**src/rtl/gb_timer_pkg.sv**
```systemverilog
// -----------------------------------------------------------------------------
// gb_timer_pkg : register offsets, TAC tap mapping and FSM encoding
// Rev 1.0
// -----------------------------------------------------------------------------
`default_nettype none

package gb_timer_pkg;

  localparam logic [1:0] OFS_DIV  = 2'd0;
  localparam logic [1:0] OFS_TIMA = 2'd1;
  localparam logic [1:0] OFS_TMA  = 2'd2;
  localparam logic [1:0] OFS_TAC  = 2'd3;

  localparam logic [1:0] OVF_WAIT_LAST = 2'd3;

  typedef enum logic [1:0] {
    ST_RUN      = 2'd0,
    ST_OVF_WAIT = 2'd1,
    ST_RELOAD   = 2'd2
  } state_e;

  // div_cnt bit that clocks TIMA for each TAC[1:0] setting
  function automatic logic [3:0] tap_index(input logic [1:0] sel);
    case (sel)
      2'b00:   tap_index = 4'd9;
      2'b01:   tap_index = 4'd3;
      2'b10:   tap_index = 4'd5;
      default: tap_index = 4'd7;
    endcase
  endfunction

endpackage

`default_nettype wire

```
**src/rtl/gb_timer_if.sv**
```systemverilog
// -----------------------------------------------------------------------------
// gb_timer_if : CPU-side bus of the timer block
// Rev 1.0
// -----------------------------------------------------------------------------
`default_nettype none

interface gb_timer_if;
  logic [15:0] address_bus_in;
  logic [7:0]  data_in;
  logic        mem_we;
  logic [7:0]  data_out;
  logic        timer_sel;
  logic        timer_int_req;

  modport master (
    output address_bus_in, data_in, mem_we,
    input  data_out, timer_sel, timer_int_req
  );

  modport slave (
    input  address_bus_in, data_in, mem_we,
    output data_out, timer_sel, timer_int_req
  );
endinterface

`default_nettype wire

```
**src/rtl/gb_timer_tick_sel.sv**
```systemverilog
// -----------------------------------------------------------------------------
// timer_tick_sel : TAC tap mux, enable and registered falling-edge detector
// Rev 1.0
// -----------------------------------------------------------------------------
`default_nettype none

module timer_tick_sel
  import gb_timer_pkg::*;
(
  input  wire logic        clk_i,
  input  wire logic        rst_ni,
  input  wire logic [15:0] div_cnt_i,
  input  wire logic [2:0]  tac_i,
  output logic             tick_fall_o
);

  logic tick_in;
  logic tick_q;

  // Any source of a 1->0 drop counts, including DIV clears and TAC rewrites
  assign tick_in     = tac_i[2] & div_cnt_i[tap_index(tac_i[1:0])];
  assign tick_fall_o = tick_q & ~tick_in;

  always_ff @(posedge clk_i) begin
    if (!rst_ni) begin
      tick_q <= 1'b0;
    end else begin
      tick_q <= tick_in;
    end
  end

endmodule

`default_nettype wire

```
**src/rtl/gb_timer.sv**
```systemverilog
// -----------------------------------------------------------------------------
// gb_timer : DMG-compatible DIV/TIMA/TMA/TAC timer with delayed overflow reload
// Rev 1.0
// -----------------------------------------------------------------------------
`default_nettype none

module gb_timer
  import gb_timer_pkg::*;
#(
  parameter logic [15:0] BASE_ADDR = 16'hFF04
) (
  input  wire logic core_clk,
  input  wire logic reset_n,
  gb_timer_if.slave bus
);

  logic [15:0] div_q, div_d;
  logic [7:0]  tima_q, tima_d;
  logic [7:0]  tma_q, tma_d;
  logic [2:0]  tac_q, tac_d;
  logic [1:0]  wait_q, wait_d;
  state_e      state_q, state_d;

  logic [15:0] w_rel;
  logic [1:0]  w_ofs;
  logic        w_sel;
  logic        w_wr_div, w_wr_tima, w_wr_tma, w_wr_tac;
  logic        w_tick_fall;
  logic        w_int_req;
  logic [7:0]  w_rdata;

  // Unsigned wrap makes addresses below BASE_ADDR land far outside 0..3
  assign w_rel     = bus.address_bus_in - BASE_ADDR;
  assign w_sel     = (w_rel[15:2] == 14'd0);
  assign w_ofs     = w_rel[1:0];
  assign w_wr_div  = bus.mem_we & w_sel & (w_ofs == OFS_DIV);
  assign w_wr_tima = bus.mem_we & w_sel & (w_ofs == OFS_TIMA);
  assign w_wr_tma  = bus.mem_we & w_sel & (w_ofs == OFS_TMA);
  assign w_wr_tac  = bus.mem_we & w_sel & (w_ofs == OFS_TAC);

  assign div_d = w_wr_div ? 16'd0 : div_q + 16'd1;
  assign tac_d = w_wr_tac ? bus.data_in[2:0] : tac_q;
  assign tma_d = w_wr_tma ? bus.data_in : tma_q;

  timer_tick_sel u_tick_sel (
    .clk_i       (core_clk),
    .rst_ni      (reset_n),
    .div_cnt_i   (div_q),
    .tac_i       (tac_q),
    .tick_fall_o (w_tick_fall)
  );

  always_comb begin
    state_d   = state_q;
    tima_d    = tima_q;
    wait_d    = wait_q;
    w_int_req = 1'b0;
    case (state_q)
      ST_RUN: begin
        if (w_wr_tima) begin
          tima_d = bus.data_in;
        end else if (w_tick_fall) begin
          if (tima_q == 8'hFF) begin
            tima_d  = 8'h00;
            wait_d  = 2'd0;
            state_d = ST_OVF_WAIT;
          end else begin
            tima_d = tima_q + 8'd1;
          end
        end
      end
      ST_OVF_WAIT: begin
        if (w_wr_tima) begin
          tima_d  = bus.data_in;
          state_d = ST_RUN;
        end else if (wait_q == OVF_WAIT_LAST) begin
          state_d = ST_RELOAD;
        end else begin
          wait_d = wait_q + 2'd1;
        end
      end
      ST_RELOAD: begin
        // tma_d already carries a same-cycle TMA write; TIMA writes lose here
        tima_d    = tma_d;
        w_int_req = 1'b1;
        state_d   = ST_RUN;
      end
      default: state_d = ST_RUN;
    endcase
  end

  always_ff @(posedge core_clk) begin
    if (!reset_n) begin
      div_q   <= 16'd0;
      tima_q  <= 8'h00;
      tma_q   <= 8'h00;
      tac_q   <= 3'd0;
      wait_q  <= 2'd0;
      state_q <= ST_RUN;
    end else begin
      div_q   <= div_d;
      tima_q  <= tima_d;
      tma_q   <= tma_d;
      tac_q   <= tac_d;
      wait_q  <= wait_d;
      state_q <= state_d;
    end
  end

  always_comb begin
    w_rdata = 8'h00;
    if (w_sel) begin
      case (w_ofs)
        OFS_DIV:  w_rdata = div_q[15:8];
        OFS_TIMA: w_rdata = tima_q;
        OFS_TMA:  w_rdata = tma_q;
        default:  w_rdata = {5'b11111, tac_q};
      endcase
    end
  end

  assign bus.data_out      = w_rdata;
  assign bus.timer_sel     = w_sel;
  assign bus.timer_int_req = w_int_req;

endmodule

`default_nettype wire

```
**src/flat_wrapper.sv**
```systemverilog
// flat-port wrapper written by rule: the top's interface ports become plain ports
module gb_timer_flat import gb_timer_pkg::*;
#(
  parameter logic [15:0] BASE_ADDR = 16'hFF04
)
  (core_clk, reset_n, bus_address_bus_in, bus_data_in, bus_mem_we, bus_data_out, bus_timer_sel, bus_timer_int_req);
  gb_timer_if bus_i ();
  input  wire logic core_clk;
  input  wire logic reset_n;
  input wire logic [$bits(bus_i.address_bus_in)-1:0] bus_address_bus_in;
  input wire logic [$bits(bus_i.data_in)-1:0] bus_data_in;
  input wire logic [$bits(bus_i.mem_we)-1:0] bus_mem_we;
  output wire logic [$bits(bus_i.data_out)-1:0] bus_data_out;
  output wire logic [$bits(bus_i.timer_sel)-1:0] bus_timer_sel;
  output wire logic [$bits(bus_i.timer_int_req)-1:0] bus_timer_int_req;
  assign bus_i.address_bus_in = bus_address_bus_in;
  assign bus_i.data_in = bus_data_in;
  assign bus_i.mem_we = bus_mem_we;
  assign bus_data_out = bus_i.data_out;
  assign bus_timer_sel = bus_i.timer_sel;
  assign bus_timer_int_req = bus_i.timer_int_req;
  gb_timer #(.BASE_ADDR(BASE_ADDR)) u_core (.core_clk(core_clk), .reset_n(reset_n), .bus(bus_i));
endmodule
```
**config.mk**
```make
export PLATFORM = sky130hd
export DESIGN_NAME = gb_timer_flat
export DESIGN_NICKNAME = d
export VERILOG_FILES = /design/src/rtl/gb_timer_pkg.sv /design/src/rtl/gb_timer_if.sv /design/src/rtl/gb_timer_tick_sel.sv /design/src/rtl/gb_timer.sv /design/src/flat_wrapper.sv
export SDC_FILE = /design/constraint.sdc
export NUM_CORES = 1
export LEC_CHECK = 0
export CAP_MARGIN = 20
export CORE_MARGIN = 5
export CORE_UTILIZATION = 40
export CTS_CLUSTER_DIAMETER = 200
export DETAILED_ROUTE_END_ITERATION = 7
export GPL_TIMING_DRIVEN = 0
export PLACE_DENSITY = 0.64
export SYNTH_ARGS = -nofsm -noshare
export SYNTH_HDL_FRONTEND = slang
export SYNTH_SLANG_ARGS = --single-unit
```
**constraint.sdc**
```tcl
create_clock -name core_clk -period 8.2 [get_ports core_clk]
set_input_delay 1.64 -clock core_clk [delete_from_list [all_inputs] [get_ports core_clk]]
set_output_delay 1.64 -clock core_clk [all_outputs]
set_load 0.005 [all_outputs]
```
==> results.ini <==
[floorplanning]
die_area_um2 = 7580
core_um2 = 5850
io-pin-count = 37
initial_core_util_pct = 40.6
row_count = 28
die_x_um = 87.1
die_y_um = 87.1

[setup_path]
worstPathArrival_ps = 3950
path_buf_inv = 3
cp.required_ps = 6560
path_max_fanout = 7
critPathLaunchType = primary input
crit_family = simple AND/OR/NAND/NOR gates
cpMaxStageDelayCell = or4_4
slowest_delay_ps = 550
critPathMostFrequentCell = clkdlybuf4s50_1
path_cells = clkdlybuf4s50_1, or4b_1, or4_4, inv_1, and2_1, clkdlybuf4s50_1
end_kind = output pin
path_class = in2out

[clock_tree]
postCtsSetupBuffers = 0
cts.sinks = 40
cts_hold_buffers = 0
cts-root-buf = clkbuf_8
htree_levels = 2
numCtsBuffers = 5
clk_latency_ps = 300
clkTransAtPathRegs_ps = 90
ctsResizeCount = 0
clockBufferDepth = 2
cts_tree = yes

[sta]
timing.final.crit_period_ps = 5590
hold_violations = 0
clock_skew_ps = 7.05
slew_viol_final = 0
setup_tns_ps = 0
rsz0062_at_grt = no
tightest_slew_ps = 690
setup_slack_ps = 2610
max-slew-margin-rel_pct = 53.5
final.period_utilization_pct = 68.2
max_freq_ghz = 0.179
report.final.setup_viol = 0

[route]
drc = 0
wl_um = 6150
via_per_inst = 5.43
vias = 2165
dr.pass1.iters = 4
ant_nets = 0
drtIter0Drc = 94
wl_per_cell_um = 15.4

[power]
p_per_area_nw_per_um2 = 135
ir_worst_vdd_mv = 0.0735
finalPower_mw = 0.399
leakagePower_nw = 1.02

[logic_synthesis]
synth-edff-count = 0
synthesis.area_um2 = 2370
synth.distinct_cells = 55
yosysWarnings = 0
synthArstFlopShare_pct = 0
syn_area_per_cell_um2 = 8.48
syn_nets = 314
synthCells = 280
synth_seq_area_share_pct = 33.7
synth_seq_cells = 40
synth-main-ff-cell = dfxtp_1

[grt]
globalRouteOverflowTotal = 0
antenna_found_initial = 0
grt_usage_pct = 16.8
grt_pass1_vias = 2085
grt_first_pass_wirelength_um = 9940
grt_start_max_net_pins = 14

[worst_hold_path]
min_path_type = reg2reg

[finish]
layout.nets = 357
layout_commonest_cell = nor2_1
diodes = 0
syn_to_final_growth_pct = 24.2
layout-drive-gt1-share_pct = 9.88
fillCellCount = 564
fin_area_um2 = 2950
layout.core_utilization_pct = 50.4
final_cell_mix = nor2_1 (41), dfxtp_1 (40), clkdlybuf4s50_1 (36)

[placement]
pre_cts_ws_ps = 2600
dpl-instance-area_um2 = 2830
hpwlAfterDp_um = 4720
gp_congestion = 0.816
io_buffers = 36

[flow_run]
drv.max_cap_violation_count = 0

[run_status]
status = complete, no violations

==> path summary, 6_finish.rpt <==
check / from / endpoint / slack (ps) / depth (start not counted)
min reg2reg: u_core.wait_q[1] / u_core.wait_q[1] / 460 / 2
max reg2reg: u_core.state_q[0] / u_core.tima_q[5] / 5960 / 6
max: bus_address_bus_in[3] / bus_data_out[2] / 2610 / 6
min: u_core.wait_q[1] / u_core.wait_q[1] / 460 / 2
==> area by class of cell <==
| cell class | count | area, um^2 | area share, % |
|---|---|---|---|
| Clock buffer | 6 | 82.6 | 2.80 |
| Sequential cell | 40 | 801 | 27.1 |
| Clock inverter | 2 | 38.8 | 1.31 |
| Timing Repair Buffer | 36 | 360 | 12.2 |
| Tap cell | 75 | 93.8 | 3.18 |
| Inverter | 10 | 37.5 | 1.27 |
| Buffer | 13 | 65.1 | 2.21 |
| Multi-Input combinational cell | 217 | 1470 | 49.9 |
==> per-layer routing <==
layer / track usage [%] / up-vias / share of wire (%)
li1: - / 1097 / -
met1: 22.2 / 1036 / 47
met2: 28.2 / 28 / 48
met3: 2.93 / 4 / 4.0
met4: 4.53 / 0 / 0.62
met5: 0 / - / 0
==> flip-flops by register name, indices dropped and copies added, names as in the netlist <==
register,flops
u_core.div_q,16
u_core.tima_q,8
u_core.tma_q,8
u_core.tac_q,3
u_core.state_q,2
u_core.wait_q,2
u_core.u_tick_sel.tick_q,1
==> cell usage after synthesis (5+ instances only) <==
library cell	n	area, um^2
xnor2_1	7	61.3
nand3_1	15	75.1
dfxtp_1	40	801
nor3_1	5	25.0
xor2_1	10	87.6
nand2_1	27	101
mux2i_1	12	120
ha_1	7	87.6
nor2_1	41	154
o22ai_1	5	31.3
a21oi_1	11	55.1
o21ai_0	8	40.0
clkbuf_1	8	30.0
nand4_1	6	37.5
o211ai_1	5	37.5
inv_1	9	33.8
mux2_2	5	56.3
==> stage by stage <==
step	cells	hold slack [ps]
2_1_floorplan	280	426
3_3_place_gp	391	443
3_5_place_dp	391	456
4_1_cts	399	468
5_1_grt	399	492
6_report	399	464
==> power by group <==
part	switching (mW)	total (mW)	internal (mW)
clock network	0.0747	0.174	0.0996
logic	0.0127	0.0280	0.0152
registers	0.00129	0.197	0.195
total	0.0887	0.399	0.310
==> kinds of logic after synthesis <==
| kind of cell | count (synthesis) | synth area share (%) |
|---|---|---|
| and+or+nand+nor | 118 | 24.3 |
| xor gates and xnor gates | 17 | 6.27 |
| muxes | 21 | 11.2 |
| AOI/OAI and AO/OA | 54 | 16.5 |
| adders and majority gates | 7 | 3.69 |
| buffers and inverters | 23 | 4.32 |
| DFF | 40 | 33.7 |
==> tightest hold or removal path: cells and delay by family (launching register included) <==
kind	cells	cell delay, ps
DFF	1	320
AOI/OAI and AO/OA	1	50
and+or+nand+nor	1	50
Note: power is estimated with default switching activity, not from simulation.
==> patch, RTL diff (same settings) <==
Re-encode `state_e` (3 states) as one-hot, 3 bits wide.
--- a/src/rtl/gb_timer_pkg.sv
+++ b/src/rtl/gb_timer_pkg.sv
@@ -13,10 +13,10 @@
 
   localparam logic [1:0] OVF_WAIT_LAST = 2'd3;
 
-  typedef enum logic [1:0] {
-    ST_RUN      = 2'd0,
-    ST_OVF_WAIT = 2'd1,
-    ST_RELOAD   = 2'd2
+  typedef enum logic [2:0] {
+    ST_RUN      = 3'b001,
+    ST_OVF_WAIT = 3'b010,
+    ST_RELOAD   = 3'b100
   } state_e;
 
   // div_cnt bit that clocks TIMA for each TAC[1:0] setting
Formal check against the unedited RTL: no difference found for any inputs over 10 cycles, from zero or initial values and one cycle with reset_n low; not proved beyond that.
==> patch against the unedited design <==
- final cell count decreased by 5.8%
- power about the same
- worst setup slack worse by 0.067 ns
- combinational power is 13% higher
- wire length down 6.4%
- sequential cell count rose by 1
- area after synthesis decreased by 4.8%
- cell area down 4.4%
- count of clock-buffer cells in the layout did not move
- critical path type unchanged
- largest cell class unchanged
- largest power group unchanged
==> patch: results (changes against the unedited design) <==
* Outcome: complete, no violations (unchanged)
* Placed Instance Area at 2710 sq um (was 2830 sq um)
* Met1 routing resource usage after global routing at 22.4% (was 22.2%)
* Area contributors post-synth: dfxtp_1 (36%), nand2_1 (6.0%), nor2_1 (5.6%), xor2_1 (4.3%), mux2i_1 (3.1%) (was dfxtp_1 (34%), nor2_1 (6.5%), mux2i_1 (5.1%), nand2_1 (4.3%), mux4_2 (3.8%))
* Placed instance count at 368 (was 391)
* Max rail drop VDD at 0.0750 mV (was 0.0735 mV)
* Worst Reg2Reg Path Length in Cells at 7 (was 6)
* Post-Syn Nets at 290 (was 314)
* Crit path max-delay cell type: or4_1 (was or4_4)
* Data arrival time of the critical path at 4.02 ns (was 3.95 ns)
* Number of distinct library cells after synthesis at 51 (was 55)
* Post-detailed-routing wire length at 5750 um (was 6150 um)
* Met3 Track Usage GR at 3.79% (was 2.93%)
* Critical R2R Launch: u_core.tima_q[0] (was u_core.state_q[0])
* Synthesis warning total at 0 (unchanged)
* Bufs on Longest Clock Path at 2 (unchanged)
* Peak fanout along the critical path at 10 (was 7)
* 1st-iter DRT viols at 133 (was 94)
* Wire length of the first global-routing pass at 9340 um (was 9940 um)
* Fin nets at 333 (was 357)
* All-Layer GR Usage at 16.0% (was 16.8%)
* Clk_skew at 0.00738 ns (was 0.00705 ns)
* Vias post-DR at 2005 (was 2165)
* R2R Path End: u_core.tima_q[0] (was u_core.tima_q[5])
* Met2 Resource Use GR at 24.2% (was 28.2%)
* Slowest cell delay on critical path at 0.53 ns (was 0.55 ns)
* Number of antenna violations at the first check in global routing at 0 (unchanged)
* Worst setup timing slack at the placement stage at 2.53 ns (was 2.60 ns)
* Ratio of routed vias to standard cells at 5.33 (was 5.43)
* Post-synthesis sequential area ratio at 36.3% (was 33.7%)
* GPL Wtd Cong at 0.865 (was 0.816)
* Most frequent cells after synthesis: dfxtp_1 (41), nand2_1 (36), nor2_1 (34) (was nor2_1 (41), dfxtp_1 (40), nand2_1 (27))
* Gate count of the mapped netlist at 260 (was 280)
* Proportion of layout cells with a drive suffix above 1 at 9.54% (was 9.88%)
* Detailed-placement wirelength estimate at 4350 um (was 4720 um)
* Slew margin rel. at 57.7% (was 53.5%)
* Port buffer count at 36 (unchanged)
* Number of global-route vias before repair at 1882 (was 2085)
* Worst setup slack for register-to-register paths at 6.15 ns (was 5.96 ns)
* Leakage dissipation at 0.000981 uW (was 0.00102 uW)
==> patch: through the flow <==
step	total power [uW]	hold WS [ns]
floorplan	221	0.441
global placement	239	0.452
detailed placement	239	0.468
CTS	404	0.480
global route	416	0.505
finish	399	0.473
==> patch: cells by family after synthesis <==
kind of cell	count (synthesis)	share of synthesized area [%]
AOI/OAI and AO/OA	54	17.1
xor gates and xnor gates	18	6.98
adders and majority gates	3	1.66
buffers and inverters	11	3.10
DFF	41	36.3
muxes	15	8.58
and+or+nand+nor	118	26.2
==> patch: worst max-delay path by stage <==
| stage | start | to | slack (ns) | cells after the start |
|---|---|---|---|---|
| after detailed placement | bus_address_bus_in[3] | bus_data_out[2] | 2.53 | 7 |
| final | bus_address_bus_in[3] | bus_data_out[2] | 2.54 | 7 |
| after global routing | bus_address_bus_in[3] | bus_data_out[2] | 2.48 | 7 |
| after floorplan | bus_address_bus_in[3] | bus_data_out[0] | 3.52 | 5 |
| after CTS | bus_address_bus_in[3] | bus_data_out[2] | 2.53 | 7 |
| after global placement | bus_address_bus_in[3] | bus_data_out[2] | 2.54 | 7 |
==> patch: where the power goes <==
group,leakage (uW),switching (uW),internal (uW),total [uW]
logic,0.000595,14.2,17.2,31.5
registers,0.000331,2.19,201,203
clock network,0.0000554,73.0,91.4,164
total,0.000981,89.4,310,399
==> patch: layout make-up <==
cell class,instances,area [sq um]
timing repair buffer,36,360
clock inverter,2,38.8
tap,72,90.1
fill,540,2690
buffer,8,53.8
multi-input combinational,208,1370
clock buffer,6,72.6
inverter,3,16.3
sequential,41,821
==> patch: routing by layer <==
metal	routed length [um]	part of all wire [%]
met1	2710	47
met3	361	6.3
met4	53	0.92
met2	2630	46
met5	0	0
